$ cat src/rtl/serial_alu_seq.sv
// Bit-serial ALU sequencer: walks one ALU bit-slice LSB-first, one bit per clock,
// capturing carry-out, overflow and the SLT set bit on the MSB cycle.
module serial_alu_seq #(
    parameter int WIDTH = 32
) (
    input  logic             clk,
    input  logic             rst_n,
    input  logic             start,
    input  logic [2:0]       op,
    input  logic [WIDTH-1:0] a,
    input  logic [WIDTH-1:0] b,
    output logic             busy,
    output logic             done,
    output logic [WIDTH-1:0] r,
    output logic             zero,
    output logic             v,
    output logic             c_out
);

    localparam int CNT_W = $clog2(WIDTH);

    typedef enum logic [1:0] {IDLE, RUN, FIN} state_t;

    state_t           state, state_nx;
    logic [WIDTH-1:0] a_q, b_q;
    logic [2:0]       op_q;
    logic             carry;
    logic [CNT_W-1:0] idx;
    logic             set_q;

    logic             last, bb, sum, cnext, slt;
    logic [WIDTH-1:0] r_fin;

    always_comb begin
        last  = (idx == CNT_W'(WIDTH - 1));
        bb    = b_q[idx] ^ op_q[2];
        sum   = a_q[idx] ^ bb ^ carry;
        cnext = (a_q[idx] & bb) | (a_q[idx] & carry) | (bb & carry);
        slt   = (op_q[1:0] == 2'b11);
        // SLT result is all zeros from RUN except bit 0, which takes the set bit.
        r_fin = r;
        if (slt) r_fin[0] = set_q;
    end

    always_comb begin
        state_nx = state;
        case (state)
            IDLE:    if (start) state_nx = RUN;
            RUN:     if (last) state_nx = FIN;
            FIN:     state_nx = IDLE;
            default: state_nx = IDLE;
        endcase
    end

    assign busy = (state != IDLE);

    always_ff @(posedge clk or negedge rst_n) begin
        if (!rst_n) state <= IDLE;
        else        state <= state_nx;
    end

    always_ff @(posedge clk or negedge rst_n) begin
        if (!rst_n) begin
            a_q   <= '0;
            b_q   <= '0;
            op_q  <= '0;
            carry <= 1'b0;
            idx   <= '0;
            set_q <= 1'b0;
            r     <= '0;
            zero  <= 1'b0;
            v     <= 1'b0;
            c_out <= 1'b0;
            done  <= 1'b0;
        end else begin
            done <= 1'b0;
            case (state)
                IDLE: begin
                    if (start) begin
                        a_q   <= a;
                        b_q   <= b;
                        op_q  <= op;
                        carry <= op[2];
                        idx   <= '0;
                    end
                end
                RUN: begin
                    carry <= cnext;
                    idx   <= idx + CNT_W'(1);
                    case (op_q[1:0])
                        2'b00:   r[idx] <= a_q[idx] & bb;
                        2'b01:   r[idx] <= a_q[idx] | bb;
                        2'b10:   r[idx] <= sum;
                        default: r[idx] <= 1'b0;
                    endcase
                    if (last) begin
                        c_out <= cnext;
                        v     <= cnext ^ carry;
                        set_q <= sum ^ cnext ^ carry;
                    end
                end
                FIN: begin
                    r    <= r_fin;
                    zero <= ~|r_fin;
                    done <= 1'b1;
                end
                default: ;
            endcase
        end
    end

endmodule

$ cat config.mk
export PLATFORM = sky130hd
export DESIGN_NAME = serial_alu_seq
export DESIGN_NICKNAME = d
export VERILOG_FILES = /design/src/rtl/serial_alu_seq.sv
export SDC_FILE = /design/constraint.sdc
export NUM_CORES = 1
export LEC_CHECK = 0
export BUFFER_PORTS_ARGS = -buffer_cell sky130_fd_sc_hd__buf_2
export CORE_UTILIZATION = 28
export DETAILED_ROUTE_END_ITERATION = 8
export GPL_TIMING_DRIVEN = 0
export REMOVE_ABC_BUFFERS = 1
export SKIP_LAST_GASP = 1
export SYNTH_ARGS = -nofsm -noshare
export SYNTH_HDL_FRONTEND = slang
export SYNTH_SLANG_ARGS = --single-unit
$ cat constraint.sdc
create_clock -name clk -period 4.9 [get_ports clk]
set_clock_uncertainty 0.1 [all_clocks]
set_input_delay 0.735 -clock clk [delete_from_list [all_inputs] [get_ports clk]]
set_output_delay 0.735 -clock clk [all_outputs]
set_load 0.05 [all_outputs]
Word level (Yosys, flattened, before mapping)
Index checks and enable logic that the tools add are counted.
{ "word_totals": {"ff_bits": 112, "inputBits": 70, "wordCells": 72} }
{ "classes": {"addsub": 1, "magnitude_cmp": 2, "n_eq_ne": 8, "n_mux": 20, "n_bitwise": 15, "n_reduce_logical": 13} }
{ "op_table": {"columns": ["cell", "count"], "rows": [
  ["$bwmux 32", 3],
  ["$pmux 32 s3", 1],
  ["$pmux 32 s2", 1],
  ["$and 32x32->32", 1],
  ["$not 32->32", 1],
  ["$reduce_or 32->1", 1],
  ["$bmux 1 s5", 2],
  ["$pmux 5 s2", 1],
  ["$reduce_and 2->1", 5],
  ["$eq 2x2->1 const B", 3],
  ["$lt 5x6->1 const B", 1],
  ["$mux 1", 6],
  ["$reduce_bool 2->1", 3],
  ["$xor 1x1->1", 6],
  ["$add 5x1->5 const B", 1],
  ["$demux 1 s5", 1],
  ["$eq 5x5->1 const B", 1],
  ["$ge 5x1->1 const B", 1],
  ["$mux 5", 1],
  ["$eq 2x1->1 const B", 2],
  ["$logic_not 2->1", 2],
  ["$mux 2", 2],
  ["$ne 2x2->1 const B", 2],
  ["$pmux 2 s2", 1],
  ["6 further kinds", 10]
]} }

Logic depth before layout (Yosys ltp)
Gate-level depths: netlist of the first run.
{ "depth": {"word_depth": 8, "mapped_depth": 13, "mapped_depth_nobuf": 11} }

Worst setup path before layout of the first run
No wires, ideal clock.
{ "synth_timing": {"path_type": "register to register", "from": "register idx[0]", "to": "register r[13]", "setup_time_ns": 0.083, "arrival_ns": 3.235, "required_ns": 4.717, "slack_ns": 1.482, "stages_incl_launch_ff": 13, "n_path_buf": 1, "path_cell_list": "dfrtp_1 -> buf_6 -> mux4_1 -> mux4_2 -> nor2b_4 -> a21oi_2 -> inv_2 -> fa_1 -> nor2b_1 -> o31ai_1 -> nor3_1 -> nand2_1 -> o21ai_0"} }
{ "synth_between": {"elab_chain_len": 8, "elab_cells_between_ends": 21, "classes_between": "order compare: 2; mux: 11; bitwise: 7; reduce/logical: 1"} }
{ "synth_rtl": {"columns": ["item", "line_no", "text"], "rows": [
  ["start, declared", "28", "logic [CNT_W-1:0] idx;"],
  ["start signal, assigned", "89", "idx <= idx + CNT_W'(1);"],
  ["$bmux 1 s5 (tied with other cells)", "36", "bb = b_q[idx] ^ op_q[2];"],
  ["$mux 1 (implied by the code) / $logic_and 1x1->1 (equally long branches)", null, null],
  ["$xor 1x1->1 / $mux 1 (equally long branches)", null, null],
  ["$xor 1x1->1 / $demux 1 s5 (equally long branches)", null, null],
  ["$xor 1x1->1 / $not 32->32 (equally long branches)", null, null],
  ["$bwmux 32 / $and 32x32->32 (equally long branches)", null, null],
  ["$pmux 32 s3 (*)", "90", "case (op_q[1:0])"],
  ["$pmux 32 s2 (*)", "77", "case (state)"],
  ["end signal, assigned by index", "91", "2'b00: r[idx] <= a_q[idx] & bb;"],
  ["end signal, assigned by index", "92", "2'b01: r[idx] <= a_q[idx] | bb;"],
  ["end signal, assigned by index", "93", "2'b10: r[idx] <= sum;"],
  ["end, declared", "14", "output logic [WIDTH-1:0] r,"]
]} }
Every way passes the cells marked *; elsewhere a longest branch is shown, timed or not. The select of a mux whose other input is x is not followed.
A chain may end at the register's enable or synchronous reset.

Final worst setup path of the first run
{ "layout_timing": {"from": "register idx[2]", "to": "register r[2]"} }
The elaborated chain is that of the path after synthesis.

==> run metrics, run 1 <==
quantity of hold-fixing buffers added after cts=0; fmax=223 MHz; I/O pin count=107; Die Y=141 um; post-DP HPWL=9410 um; number of max-cap violations=0; Max VDD drop=0.220 mV; crit-path max cell delay=1.10 ns; CP Cell Sequence=nor2b_1 > a22oi_1 > nand3_1 > nand4_1 > xor2_1 > fa_1 > nor2b_1 > o31ai_1 > nor3_1 > nand2_1 > o21ai_0; post-route ant nets=0; largest net degree at the start of global routing=69; Clock Tree Root=clkbuf_16; worst path required time=5.06 ns; Synth area leader=dfrtp_1; most common cell in the netlist=dfrtp_1; Hold Crit Class=in2async; WS Path Type=reg2reg; Slew @ Worst Pin=1.29 ns; Site Rows=50; gpl congestion=0.795; Placed Instances=794; GRT Resource Usage Total=0.141; Worst slew margin=0.137; final WL=13,300 um; Initial Util=0.287; RSZ-0062 raised after global routing=no; Net count, final=627; sequential element share of the synthesized area=0.518; post-cts resize count=0; clk sink count=112; Die ar.=19,900 um2; detailed router's first-iteration violation count=201; Placed Instance Area=6190 um2; DRT Pass-1 Iters=4; Reg power frac=0.396; Num CTS Buffers=9; fraction of registers with async set/reset=1.00; Fillers=1,893; number of synthesized register bits=112; DRC=0; Core Area=18,800 um2; Syn Area/Cell=11.8 um2; Ys Warns=0; post-CTS setup buffers=0; Int Power=2.39 mW; vias in the first global route=4,160; global-route wire length before repair=21,600 um; Leak Pwr=2.88 nW; synthesized area=5410 um2; unique cell type count in the Yosys netlist=40; latest clock arrival within the worst-skew pair=0.35 ns; Crit-path slowest cell=dfrtp_1; Switching Fraction=0.382; clk slew on worst S/H paths=0.07 ns; final worst-path cycle share=0.917; Slew Limit Fails=0; fin cells=808; n_diodes=0; Final min period=4.49 ns; pwr/cell area=599 nW/um2; final setup vio count=0; share of cells above drive strength 1=0.370; Startpoint Class=flop; DR vias/cell=4.89; Critical Path Sink Type=flop; endpoints failing hold=0; GRT overflow=0; crit-path most repeated cell=nor2b_1; Logic pwr share=0.423; Worst Path Max Fanout=35; Bufs on Longest Clock Path=2; Setup TNS Final=0 ns; Area growth, synth to finish=19.5%; post-DR wirelength/cell=16.4 um; CTS tree=yes; clock network power share=0.181; status=completed; IO Port Bufs=106; routed vias=3,955; Mapped Cells=457; antenna violations before repair=0; leading register cell type out of synthesis=dfrtp_1; Post-synth EDFFs=0; Yosys top cell area share=0.518; Design Area, Final=6460 um2; Sw Pwr=1.48 mW; Worst EP arrival=4.65 ns; CTS H-tree depth=3; Horiz. Die Dim=141 um; top cells by area, synth=dfrtp_1 52%, mux2_2 15%, o21ai_0 5.7%; Synth top cells by count=112 x dfrtp_1, 70 x mux2_2, 62 x o21ai_0
registers in the layout (all words and copies together) (netlist names), 2 cells and up:
signal,cells
a_q,32
b_q,32
idx,5
op_q,3
r,32
state,2
cell families (layout without fill, tap and decap cells):
kind of cell,count (synthesis),count (layout),synth area share
compound gates,117,117,0.120
flops,112,112,0.518
mux,99,99,0.225
simple gates,72,72,0.0692
buf+inv,42,133,0.0326
fa+ha+maj,12,12,0.0305
xor+xnor,3,3,0.00486
cells in the final DEF, fill, tap and decap left out, drive strengths merged, types with 2 or more instances in the layout:
master,n
nand2b,6
buf,108
nor2b,7
nand4,4
xnor2,2
a31oi,7
a22oi,4
nand3,8
o31ai,2
and3,3
a22o,3
ha,10
o21ai,63
nor3,3
dfrtp,112
a32o,2
o2bb2ai,2
nor4,7
o32ai,2
fa,2
nor2,8
clkbuf,14
nand2,21
inv,11
and2,2
mux2,70
mux2i,19
mux4,10
a21oi,32
final timing paths:
kind,depth (start not counted),slack [ns],startpoint,endpoint
setup / recovery,11,0.41,idx[2]$_DFFE_PN0P_,r[2]$_DFFE_PN0P_
hold / removal,1,0.33,rst_n,b_q[26]$_DFFE_PN0P_
setup reg to reg,11,0.41,idx[2]$_DFFE_PN0P_,r[2]$_DFFE_PN0P_
hold reg to reg,2,0.39,v$_DFFE_PN0P_,v$_DFFE_PN0P_
max in group asynchronous,2,3.63,rst_n,r[29]$_DFFE_PN0P_
min in group clk,2,0.39,v$_DFFE_PN0P_,v$_DFFE_PN0P_
layer usage:
metal,track usage,share of wire,vias to the layer above
met3,0.0404,0.055,13
met4,0.0481,0.010,0
met1,0.180,0.45,1988
li1,-,-,1839
met2,0.228,0.48,115
met5,0,0,-
area by class of cell:
class,instances,area (um2),area share
clock buffer,14,274,0.0424
timing repair buffer,108,581,0.0898
sequential,112,2800,0.434
multi-input combinational,303,2440,0.377
tap,260,325,0.0503
inverter,11,41.3,0.00639
critical path, delay by kind of cell (launching register included):
kind,cells,cell delay (ns)
adders and majority gates,1,0.48
xor gates and xnor gates,1,0.38
AOI/OAI and AO/OA,3,0.56
DFF,1,1.10
and+or+nand+nor,6,1.77
power groups by stage:
| stage | combinational (mW) | sequential (mW) | clock (mW) |
|---|---|---|---|
| global placement | 1.59 | 1.57 | 0 |
| finish | 1.64 | 1.53 | 0.703 |
| CTS | 1.67 | 1.54 | 0.730 |
| floorplan | 1.08 | 1.64 | 0 |
| global route | 1.80 | 1.59 | 0.768 |
| detailed placement | 1.67 | 1.56 | 0 |
stage by stage:
stage / worst slack (ns) / util / hold WS (ns) / total power, mW
global placement: -0.444 / 0.326 / 0.379 / 3.16
global route: 0.0441 / 0.343 / 0.390 / 4.16
floorplan: 0.762 / - / 0.339 / 2.72
finish: 0.409 / 0.343 / 0.332 / 3.87
detailed placement: 0.373 / 0.329 / 0.384 / 3.22
CTS: 0.363 / 0.343 / 0.363 / 3.94
Power figures use the tool's default switching activity.
==> run 2: changes to the inputs <==
- MAX_ROUTING_LAYER: default -> met4
- clock period: 4.9 -> 4.5 ns (I/O delays scaled with it)
==> run 2 against run 1 <==
Flip-flop and latch count stayed put. Non-clock buffer count stayed put. Sequential power is 9% higher. Combinational power is 9% higher. Largest power group unchanged. Final cell count stayed put.
==> run metrics, run 2 (synthesized netlist as in run 1, its figures left out) <==
Clock Tree Root=clkbuf_16; post-DP HPWL=9410 um; worst path required time=4.62 ns; clk sink count=112; Reg2Reg Setup Slack=0.28 ns; IO Port Bufs=106; cell count of the worst reg-to-reg path=12; Leak Pwr=2.88 nW; total power=4.22 mW; DR vias/cell=4.88; CTS tree=yes; clk slew on worst S/H paths=0.07 ns; Die ar.=19,900 um2; n_diodes=0; antenna violations before repair=0; Initial Util=0.287; post-CTS setup buffers=0; DRC=0; Startpoint Class=flop; Placed Instance Area=6190 um2; Slew Limit Fails=0; gpl congestion=0.806; most frequent cells in the layout=109 x dfrtp_1, 105 x buf_2, 70 x mux2_2; Hold Crit Class=in2async; crit-path max cell delay=0.62 ns; final setup vio count=0; Worst slew margin=0.102; commonest non-fill, non-tap cell in the layout=dfrtp_1; FF-to-FF End=r[9]$_DFFE_PN0P_; GRT Resource Usage Total=0.145; number of max-cap violations=0; Area growth, synth to finish=19.6%; Logic pwr share=0.422; Reg power frac=0.396; Net count, final=627; largest net degree at the start of global routing=69; Site Rows=50; endpoints failing hold=0; Critical Path Sink Type=flop; detailed router's first-iteration violation count=193; Crit-path slowest cell=mux4_1; status=completed; I/O pin count=107; CP Cell Sequence=buf_12 > mux4_1 > mux4_2 > nor2b_4 > a21oi_2 > inv_2 > fa_1 > nor2b_1 > o31ai_1 > nor3_2 > nand2_1 > o21ai_0; Max VDD drop=0.240 mV; fmax=237 MHz; Reg-to-Reg Start=idx[0]$_DFFE_PN0P_; Die Y=141 um; CTS H-tree depth=3; DRT Pass-1 Iters=4; largest registers=a_q x32, b_q x32, r x32; Num CTS Buffers=9; pwr/cell area=652 nW/um2; Fillers=1,890; Slew @ Worst Pin=1.35 ns; vias in the first global route=4,158; WS Path Type=reg2reg; register area=2810 um2; Setup TNS Final=0 ns; routed vias=3,940; latest clock arrival within the worst-skew pair=0.35 ns; hold slack=0.275 ns; Worst EP arrival=4.33 ns; Worst Path Max Fanout=25; final WL=13,300 um; Bufs on Longest Clock Path=2; RSZ-0062 raised after global routing=no; global-route wire length before repair=21,700 um; CP Buf/Inv Count=2; final worst-path cycle share=0.937; clock network power share=0.182; Sw Pwr=1.61 mW; Design Area, Final=6470 um2; Switching Fraction=0.382; multi-input logic area=2440 um2; Final min period=4.22 ns; Int Power=2.61 mW; Horiz. Die Dim=141 um; GRT overflow=0; post-DR wirelength/cell=16.5 um; Core Area=18,800 um2; post-route ant nets=0; cell family with most CP delay=multiplexers; quantity of hold-fixing buffers added after cts=0; share of cells above drive strength 1=0.376
run 2: metrics by stage:
stage | cells | utilization | worst slack, ns
floorplan | 426 | - | 0.362
global placement | 792 | 0.326 | -0.844
detailed placement | 794 | 0.329 | -0.0266
CTS | 808 | 0.343 | 0.0527
global route | 808 | 0.344 | 0.0791
finish | 808 | 0.344 | 0.285
run 2: worst max-delay path by stage:
stage                                   from                 to  slack [ns]  cells after the start
after floorplan           idx[0]$_DFFE_PN0P_   r[7]$_DFFE_PN0P_        0.36                     11
after global placement    idx[0]$_DFFE_PN0P_  r[21]$_DFFE_PN0P_       -0.84                     11
after detailed placement  idx[2]$_DFFE_PN0P_   r[9]$_DFFE_PN0P_       -0.03                     11
after CTS                 idx[1]$_DFFE_PN0P_   r[9]$_DFFE_PN0P_        0.05                     11
after global routing      idx[0]$_DFFE_PN0P_  r[21]$_DFFE_PN0P_        0.08                     12
final                     idx[0]$_DFFE_PN0P_   r[9]$_DFFE_PN0P_        0.28                     12
run 2: layout make-up:
type                    count  share of cell area
multi-input cells         303               0.377
repair buffers            108              0.0897
clock buffers              14              0.0424
inverters                  11             0.00638
well taps                 260              0.0503
flip-flops and latches    112               0.434
run 2: repair_timing:
action	4_1_cts	5_1_grt
endpoints found under the hold margin	0	0
pin swaps	0	0
gates resized for setup	1	2
endpoints found under the setup margin	10	21
run 2: metal layers:
metal  vias up  routed length (um)  GRT usage
met2       120                6350      0.229
met1      1969                5990      0.181
li1       1834                   -          -
met5         -                   0          -
met3        17                 775     0.0384
met4         0                 194     0.0481
run 2: power groups by stage:
| stage | sequential [mW] | combinational (mW) | clock [mW] |
|---|---|---|---|
| finish | 1.67 | 1.78 | 0.766 |
| global route | 1.73 | 1.96 | 0.836 |
| global placement | 1.71 | 1.73 | 0 |
| CTS | 1.67 | 1.82 | 0.795 |
| floorplan | 1.79 | 1.17 | 0 |
| detailed placement | 1.69 | 1.82 | 0 |
